$ cat src/rtl/hazard_pkg.sv
// Shared widths, FSM encoding and control-bundle type for the pipeline hazard controller.
package hazard_pkg;

  localparam int REG_ADDR_W = 3;
  localparam int TO_W       = 8;

  typedef enum logic [1:0] {
    ST_RUN      = 2'd0,
    ST_BR_FLUSH = 2'd1,
    ST_MEM_WAIT = 2'd2
  } state_e;

  typedef struct packed {
    logic freeze_pc;
    logic freeze_ifid;
    logic freeze_idex;
    logic flush_ifid;
    logic flush_idex;
  } ctrl_t;

  localparam ctrl_t CTRL_NONE      = '0;
  localparam ctrl_t CTRL_MEM_STALL = '{freeze_pc: 1'b1, freeze_ifid: 1'b1, freeze_idex: 1'b1,
                                       flush_ifid: 1'b0, flush_idex: 1'b0};

endpackage

$ cat src/rtl/hazard_cmp.sv
// Load-use detector: the EX load's destination matches a source register the ID instruction reads.
// Purely combinational; register 0 is treated like any other register.
module hazard_cmp
  import hazard_pkg::*;
(
  input  logic [REG_ADDR_W-1:0] id_src1_i,
  input  logic [REG_ADDR_W-1:0] id_src2_i,
  input  logic                  id_src1_vld_i,
  input  logic                  id_src2_vld_i,
  input  logic                  ex_load_i,
  input  logic                  ex_wb_en_i,
  input  logic [REG_ADDR_W-1:0] ex_dest_i,
  output logic                  load_use_o
);

  logic hit1;
  logic hit2;

  assign hit1       = id_src1_vld_i && (id_src1_i == ex_dest_i);
  assign hit2       = id_src2_vld_i && (id_src2_i == ex_dest_i);
  assign load_use_o = ex_load_i && ex_wb_en_i && (hit1 || hit2);

endmodule

$ cat src/rtl/hazard_ctrl.sv
// Pipeline hazard controller: memory stall/timeout, taken-branch flush and load-use bubble, zero-latency controls.
// Optional frozen-PC cycle counter enabled by defining HAZARD_PERF_CNT_EN; otherwise stall_cnt_o reads 0.
module hazard_ctrl
  import hazard_pkg::*;
#(
  parameter int MEM_TIMEOUT = 255,
  parameter int CNT_W       = 16
) (
  input  logic                  clk_i,
  input  logic                  rst_n_i,
  input  logic [REG_ADDR_W-1:0] id_src1_i,
  input  logic [REG_ADDR_W-1:0] id_src2_i,
  input  logic                  id_src1_vld_i,
  input  logic                  id_src2_vld_i,
  input  logic                  ex_load_i,
  input  logic [REG_ADDR_W-1:0] ex_dest_i,
  input  logic                  ex_wb_en_i,
  input  logic                  branch_taken_i,
  input  logic                  mem_req_i,
  input  logic                  mem_ready_i,
  input  logic                  stall_cnt_clr_i,
  output logic                  freeze_pc_o,
  output logic                  freeze_ifid_o,
  output logic                  freeze_idex_o,
  output logic                  flush_ifid_o,
  output logic                  flush_idex_o,
  output logic                  mem_err_o,
  output logic [1:0]            state_o,
  output logic [CNT_W-1:0]      stall_cnt_o
);

  localparam logic [TO_W-1:0] TO_LAST = TO_W'(MEM_TIMEOUT - 1);

  state_e          state_q, state_d;
  logic [TO_W-1:0] to_q, to_d;
  logic            mem_err_q;
  logic            timeout;
  logic            load_use;
  logic            mem_stall;
  ctrl_t           run_ctrl, ctrl, ctrl_out;
  state_e          run_next;

  hazard_cmp u_cmp (
    .id_src1_i     (id_src1_i),
    .id_src2_i     (id_src2_i),
    .id_src1_vld_i (id_src1_vld_i),
    .id_src2_vld_i (id_src2_vld_i),
    .ex_load_i     (ex_load_i),
    .ex_wb_en_i    (ex_wb_en_i),
    .ex_dest_i     (ex_dest_i),
    .load_use_o    (load_use)
  );

  assign mem_stall = mem_req_i && !mem_ready_i;

  // Normal hazard evaluation, shared by RUN and the MEM_WAIT completion cycle.
  always_comb begin
    run_ctrl = CTRL_NONE;
    run_next = ST_RUN;
    if (mem_stall) begin
      run_ctrl = CTRL_MEM_STALL;
      run_next = ST_MEM_WAIT;
    end else if (branch_taken_i) begin
      run_ctrl.flush_ifid = 1'b1;
      run_ctrl.flush_idex = 1'b1;
      run_next            = ST_BR_FLUSH;
    end else if (load_use) begin
      run_ctrl.freeze_pc   = 1'b1;
      run_ctrl.freeze_ifid = 1'b1;
      run_ctrl.flush_idex  = 1'b1;
    end
  end

  always_comb begin
    ctrl    = CTRL_NONE;
    state_d = ST_RUN;
    timeout = 1'b0;
    case (state_q)
      ST_RUN: begin
        ctrl    = run_ctrl;
        state_d = run_next;
      end
      ST_BR_FLUSH: begin
        if (mem_stall) begin
          ctrl    = CTRL_MEM_STALL;
          state_d = ST_MEM_WAIT;
        end else begin
          ctrl.flush_ifid = 1'b1;
        end
      end
      ST_MEM_WAIT: begin
        if (mem_ready_i) begin
          ctrl    = run_ctrl;
          state_d = run_next;
        end else begin
          ctrl = CTRL_MEM_STALL;
          if (to_q == TO_LAST) begin
            timeout = 1'b1;
          end else begin
            state_d = ST_MEM_WAIT;
          end
        end
      end
      default: begin
        ctrl    = CTRL_NONE;
        state_d = ST_RUN;
      end
    endcase
  end

  assign to_d = (state_q == ST_MEM_WAIT && state_d == ST_MEM_WAIT) ? to_q + TO_W'(1) : '0;

  always_ff @(posedge clk_i or negedge rst_n_i) begin
    if (!rst_n_i) begin
      state_q   <= ST_RUN;
      to_q      <= '0;
      mem_err_q <= 1'b0;
    end else begin
      state_q   <= state_d;
      to_q      <= to_d;
      mem_err_q <= mem_err_q | timeout;
    end
  end

  // Controls are combinational from inputs, so reset must mask them explicitly.
  assign ctrl_out      = rst_n_i ? ctrl : CTRL_NONE;
  assign freeze_pc_o   = ctrl_out.freeze_pc;
  assign freeze_ifid_o = ctrl_out.freeze_ifid;
  assign freeze_idex_o = ctrl_out.freeze_idex;
  assign flush_ifid_o  = ctrl_out.flush_ifid;
  assign flush_idex_o  = ctrl_out.flush_idex;
  assign mem_err_o     = mem_err_q;
  assign state_o       = state_q;

`ifdef HAZARD_PERF_CNT_EN
  logic [CNT_W-1:0] stall_cnt_q, stall_cnt_d;

  always_comb begin
    stall_cnt_d = stall_cnt_q;
    if (stall_cnt_clr_i) begin
      stall_cnt_d = '0;
    end else if (ctrl_out.freeze_pc && stall_cnt_q != '1) begin
      stall_cnt_d = stall_cnt_q + CNT_W'(1);
    end
  end

  always_ff @(posedge clk_i or negedge rst_n_i) begin
    if (!rst_n_i) begin
      stall_cnt_q <= '0;
    end else begin
      stall_cnt_q <= stall_cnt_d;
    end
  end

  assign stall_cnt_o = stall_cnt_q;
`else
  logic unused_stall_cnt_clr;
  assign unused_stall_cnt_clr = stall_cnt_clr_i;
  assign stall_cnt_o          = '0;
`endif

endmodule

$ cat config.mk
export PLATFORM = sky130hd
export DESIGN_NAME = hazard_ctrl
export DESIGN_NICKNAME = d
export VERILOG_FILES = /design/src/rtl/hazard_pkg.sv /design/src/rtl/hazard_cmp.sv /design/src/rtl/hazard_ctrl.sv
export SDC_FILE = /design/constraint.sdc
export NUM_CORES = 1
export LEC_CHECK = 0
export ABC_CLOCK_PERIOD_IN_PS = 1200
export CAP_MARGIN = 20
export CORE_ASPECT_RATIO = 1.1
export CORE_MARGIN = 5
export CORE_UTILIZATION = 35
export CTS_BUF_LIST = sky130_fd_sc_hd__clkbuf_4
export CTS_CLUSTER_SIZE = 40
export DETAILED_ROUTE_END_ITERATION = 10
export GPL_ROUTABILITY_DRIVEN = 0
export PLACE_DENSITY = 0.88
export RECOVER_POWER = 25
export SYNTH_ARGS = -nofsm -noshare
export SYNTH_HDL_FRONTEND = slang
export SYNTH_SLANG_ARGS = --single-unit
$ cat constraint.sdc
create_clock -name clk_i -period 1.2 [get_ports clk_i]
set_clock_uncertainty 0.1 [all_clocks]
set_input_delay 0.18 -clock clk_i [delete_from_list [all_inputs] [get_ports clk_i]]
set_output_delay 0.18 -clock clk_i [all_outputs]
set_load 0.02 [all_outputs]
**Word-level counts from Yosys, hierarchy flattened**

Cells that the tools add are included.

- Bits in registers: 11
- Input bits: 19
- Output and inout port bits: 24

- $add $sub $neg: 1
- Equal/unequal tests: 6
- Mux-type cells: 23
- Bitwise operators: 1
- Reductions and logical operators: 9

Operator list:

| kind | count |
|---|---|
| $mux 2 | 8 |
| $pmux 5 s3 | 1 |
| $mux 5 | 2 |
| $mux 1 | 9 |
| $add 8x1->8 const B | 1 |
| $eq 8x8->1 const B | 1 |
| $mux 8 | 1 |
| $eq 3x3->1 | 2 |
| $logic_and 1x1->1 | 6 |
| $pmux 2 s3 | 1 |
| $eq 2x2->1 const B | 2 |
| $mux 3 | 1 |
| $eq 2x1->1 const B | 1 |
| $logic_not 2->1 | 1 |
| $logic_not 1->1 | 1 |
| $logic_or 1x1->1 | 1 |
| $or 1x1->1 | 1 |

**Logic depth before layout (Yosys ltp)**

Gate-level depths: netlist (run 1).

- Word-level depth: 10
- Mapped depth: 5

**By module**

From an unflattened synthesis (run 1), not the netlist that was laid out.

- Cell total of the unflattened synthesis: 87
- Area total of the unflattened synthesis: 772.0 um^2

Modules (own cells, without submodules):

| module | times used | cells each | area an instance (um^2) |
|---|---|---|---|
| hazard_ctrl | 1 | 77 | 698.2 |
| hazard_cmp | 1 | 10 | 73.8 |

**Worst setup path after synthesis (run 1)**

Ideal clock, no wire load.

- Path type: register to output
- From: register state_q[1] (netlist: state_o[1])
- To: output port freeze_pc_o
- Arrival: 1.401 ns
- Required time: 0.920 ns
- Path slack: -0.481 ns
- Stages on the path, launching flop included: 6
- Buffers on the path: 1
- Cells stage by stage: dfrtp_1 -> nor2_1 -> or2_2 -> a21oi_1 -> o21a_1 -> buf_4

- Cells in the longest elaborated chain, start to end: 3
- Elaborated cells on any way between the ends: 5
- Classes of those cells: eq/ne: 2; mux: 2; reduce/logical: 1

Ends and longest elaborated chain:

| what | line | text |
|---|---|---|
| from (decl) | hazard_ctrl.sv:34 | `state_e state_q, state_d;` |
| from (signal assigned) | hazard_ctrl.sv:119 | `state_q <= state_d;` |
| $eq 2x2->1, or another cell as far along | hazard_ctrl.sv:78 | `case (state_q)` |
| $pmux 5 s3 * | hazard_ctrl.sv:78 |  |
| $mux 5 * | hazard_ctrl.sv:126 | `assign ctrl_out = rst_n_i ? ctrl : CTRL_NONE;` |
| to (decl) | hazard_ctrl.sv:22 | `output logic freeze_pc_o,` |

Mark *: on every way between the ends. The rest lies on a longest branch, timed or not.

**Worst setup path in the final report (run 1)**

- From: register state_q[1] (netlist: state_o[1])
- To: output port freeze_ifid_o

- Cells in the longest elaborated chain, start to end: 3
- Elaborated cells on any way between the ends: 5
- Classes of those cells: eq/ne: 2; mux: 2; reduce/logical: 1

Ends and longest elaborated chain:

| what | line | text |
|---|---|---|
| $eq 2x2->1, or another cell as far along | hazard_ctrl.sv:78 |  |
| $pmux 5 s3 * | hazard_ctrl.sv:78 |  |
| $mux 5 * | hazard_ctrl.sv:126 |  |
| to (decl) | hazard_ctrl.sv:23 | `output logic freeze_ifid_o,` |

Marked as above.

==> flow_metrics.tcl, run 1 <==
set metrics [dict create \
    endpoint_kind "output port" \
    nets 161 \
    ys_ff_latch 11 \
    critPathRequiredTime_ns 0.92 \
    syn_to_final_growth_pct 73.5 \
    syn-instance-count 85 \
    synthFlopType "dfrtp_1" \
    grt_pass1_wl_mm 3.17 \
    ys_async_sr_fraction_pct 100 \
    crit_type "flip-flop to output port" \
    cp-start-kind "flip-flop" \
    place_area_mm2 0.00116 \
    cts.sinks 11 \
    via_count 740 \
    cp_slowest_cell "dfrtp_2" \
    violations "negative setup slack" \
    initial_core_util_pct 37.3 \
    postRouteAntennaNets 0 \
    htree_levels 1 \
    setup_slack_ns -0.439 \
    post-synth-top-count-cell "buf_4" \
    synth_area_leaders "dfrtp_1, buf_4, xnor2_1" \
    cpLargestDelayFamily "flip-flops" \
    peakVddDrop_v 0.000627 \
    power.density_mw_per_mm2 771 \
    min_period_ns 1.64 \
    viasPerCell 4.43 \
    yosysTopAreaCell "dfrtp_1" \
    chipHeight_um 58.9 \
    pin_count 43 \
    finalCritPeriodShare_pct 137 \
    crit_path_max_incr_delay_ns 0.40 \
    fp.dieW_um 54.5 \
    hold_path.class "input pin to asynchronous set/reset pin" \
    synth_top_area_share_pct 36.2 \
    setup_viol 17 \
    design.core.area_mm2 0.00204 \
    clockBufferDepth 2 \
    synth_area_per_cell_um2 8.95 \
    finalWirelength_mm 2.19 \
    netlist_top_cells_count "buf_4, nor2_1, dfrtp_1, xnor2_1" \
    first_pass_iters 5 \
    grt_pass1_vias 751 \
    worst_pin_slew_ns 0.562 \
    synth_edf_count 0 \
    cts_tree "built" \
    cts-root-buf "clkbuf_4" \
    insertedDiodeCount 0 \
    outcome "finished with violations" \
    drive_above_1_share_pct 54.0 \
    gr-total-overflow 0 \
    drv_slew 0 \
    path_buf_inv 1 \
    rows 17 \
    antenna_found_initial 0 \
    path_cells "nor2_4 -> or2_4 -> a21oi_2 -> o21a_2 -> buf_6" \
    drv_cap 0 \
    ys_warn_count 0 \
    clk_latency_ns 0.27 \
    path_clk_slew_ns 0.07 \
    fin_area_mm2 0.00132 \
    max_slew_margin_pct 62.6 \
    fmax_ghz 0.610 \
    dp_hpwl_mm 1.63 \
    place_ws_ns -1.28 \
    leakagePower_nw 0.657 \
    ys_types 24 \
    cts-buffers-inserted 3 \
    drtIter0Drc 2 \
    rsz0062_at_grt "yes" \
    syn_area_um2 761 \
    crit_fanout 3 \
    final_util_pct 64.6 \
    hold_viol_final 0 \
    track_usage_pct 13.2 \
    grt_max_degree 11 \
    synth-seq-area-share_pct 36.2 \
    worstPathArrival_ns 1.36 \
    num-fill-cells 162 \
    power_mw 1.02 \
    drc 0 \
    dieArea_mm2 0.00321 \
    post_drt_wl_per_cell_um 13.1 \
    io_buffers 25 \
]
[flip-flops by register name, summed over array words and instances (netlist names)]
name / cells
to_q: 8
state_o: 2
mem_err_o: 1
[per-layer routing]
metal	vias up	global-route usage, %	share of wire, %
met4	0	2.14	0.41
li1	359	-	-
met3	2	3.80	11
met5	-	0	0
met2	34	22.9	47
met1	345	16.0	42
[worst reg2reg max path, stage by stage, from the launching register on]
cell and delay, ns:
dfrtp_2 0.44, buf_4 0.14, buf_4 0.12, buf_6 0.10, buf_6 0.11, nor3b_4 0.15, buf_4 0.12, a21o_1 0.16
[stage by stage]
stage	instances	hold slack (ns)	TNS, ns
2_1_floorplan	100	-0.216	-0.611
5_1_grt	167	0.292	-5.91
4_1_cts	164	0.142	-3.52
6_report	167	0.263	-5.11
3_3_place_gp	155	0.423	-8.90
3_5_place_dp	155	0.428	-9.24
[kinds of logic (layout without fill, tap and decap cells)]
group / Yosys count / after routing / synth area share, %
xor gates and xnor gates: 12 / 12 / 13.8
AOI/OAI and AO/OA: 7 / 7 / 7.24
adders and majority gates: 2 / 2 / 3.29
and+or+nand+nor: 33 / 33 / 21.2
other: 1 / 16 / 0.493
buffers and inverters: 19 / 58 / 17.8
DFF: 11 / 11 / 36.2
[final timing paths]
check	from	end	slack, ns	cells past startpoint
max in group asynchronous	rst_n_i	state_o[1]	0.17	2
hold / removal	rst_n_i	state_o[0]	0.26	2
min in group clk_i	mem_req_i	state_o[1]	0.29	3
setup reg to reg	state_o[1]	mem_err_o	-0.36	7
setup / recovery	state_o[1]	freeze_ifid_o	-0.44	5
hold reg to reg	mem_err_o	mem_err_o	0.45	2
[timing repair]
item | CTS | global route
resized for setup | 97 | 18
setup endpoints to repair | 18 | 18
pin swaps | 24 | 8
setup buffers | 5 | 3
hold buffers | 0 | 0
[power breakdown]
group | switching [mW] | internal [mW] | total (mW)
sequential | 0.0107 | 0.379 | 0.390
combinational | 0.183 | 0.172 | 0.355
clock | 0.121 | 0.151 | 0.272
[layout make-up]
type	count	area [um2]	area share, %
sequential	11	278	21.0
tap	28	35.0	2.65
multi-input combinational	70	541	40.9
timing repair buffer	52	429	32.5
clock buffer	4	30.0	2.27
inverter	2	7.51	0.569
[cell usage in the layout, fill, tap and decap left out, types with 2 or more instances in the layout]
master / instances
nand4_1: 4
dfrtp_1: 9
clkbuf_4: 4
buf_2: 8
buf_6: 12
clkdlybuf4s50_1: 2
xnor2_1: 4
conb_1: 16
dfrtp_2: 2
nor2_1: 2
dlygate4sd2_1: 4
xor2_1: 5
nor2_4: 3
nand2_2: 2
nand3_1: 3
nor2_2: 8
ha_1: 2
xnor2_2: 3
buf_4: 23
inv_1: 2
nand2_4: 2
a21oi_2: 2
Note: power is estimated with default switching activity, not from simulation.
==> run 2: changes to the inputs <==
- SLEW_MARGIN: default -> 20
==> results of run 2 <==
The final DEF is identical to that of run 1; final timing and power are the same.
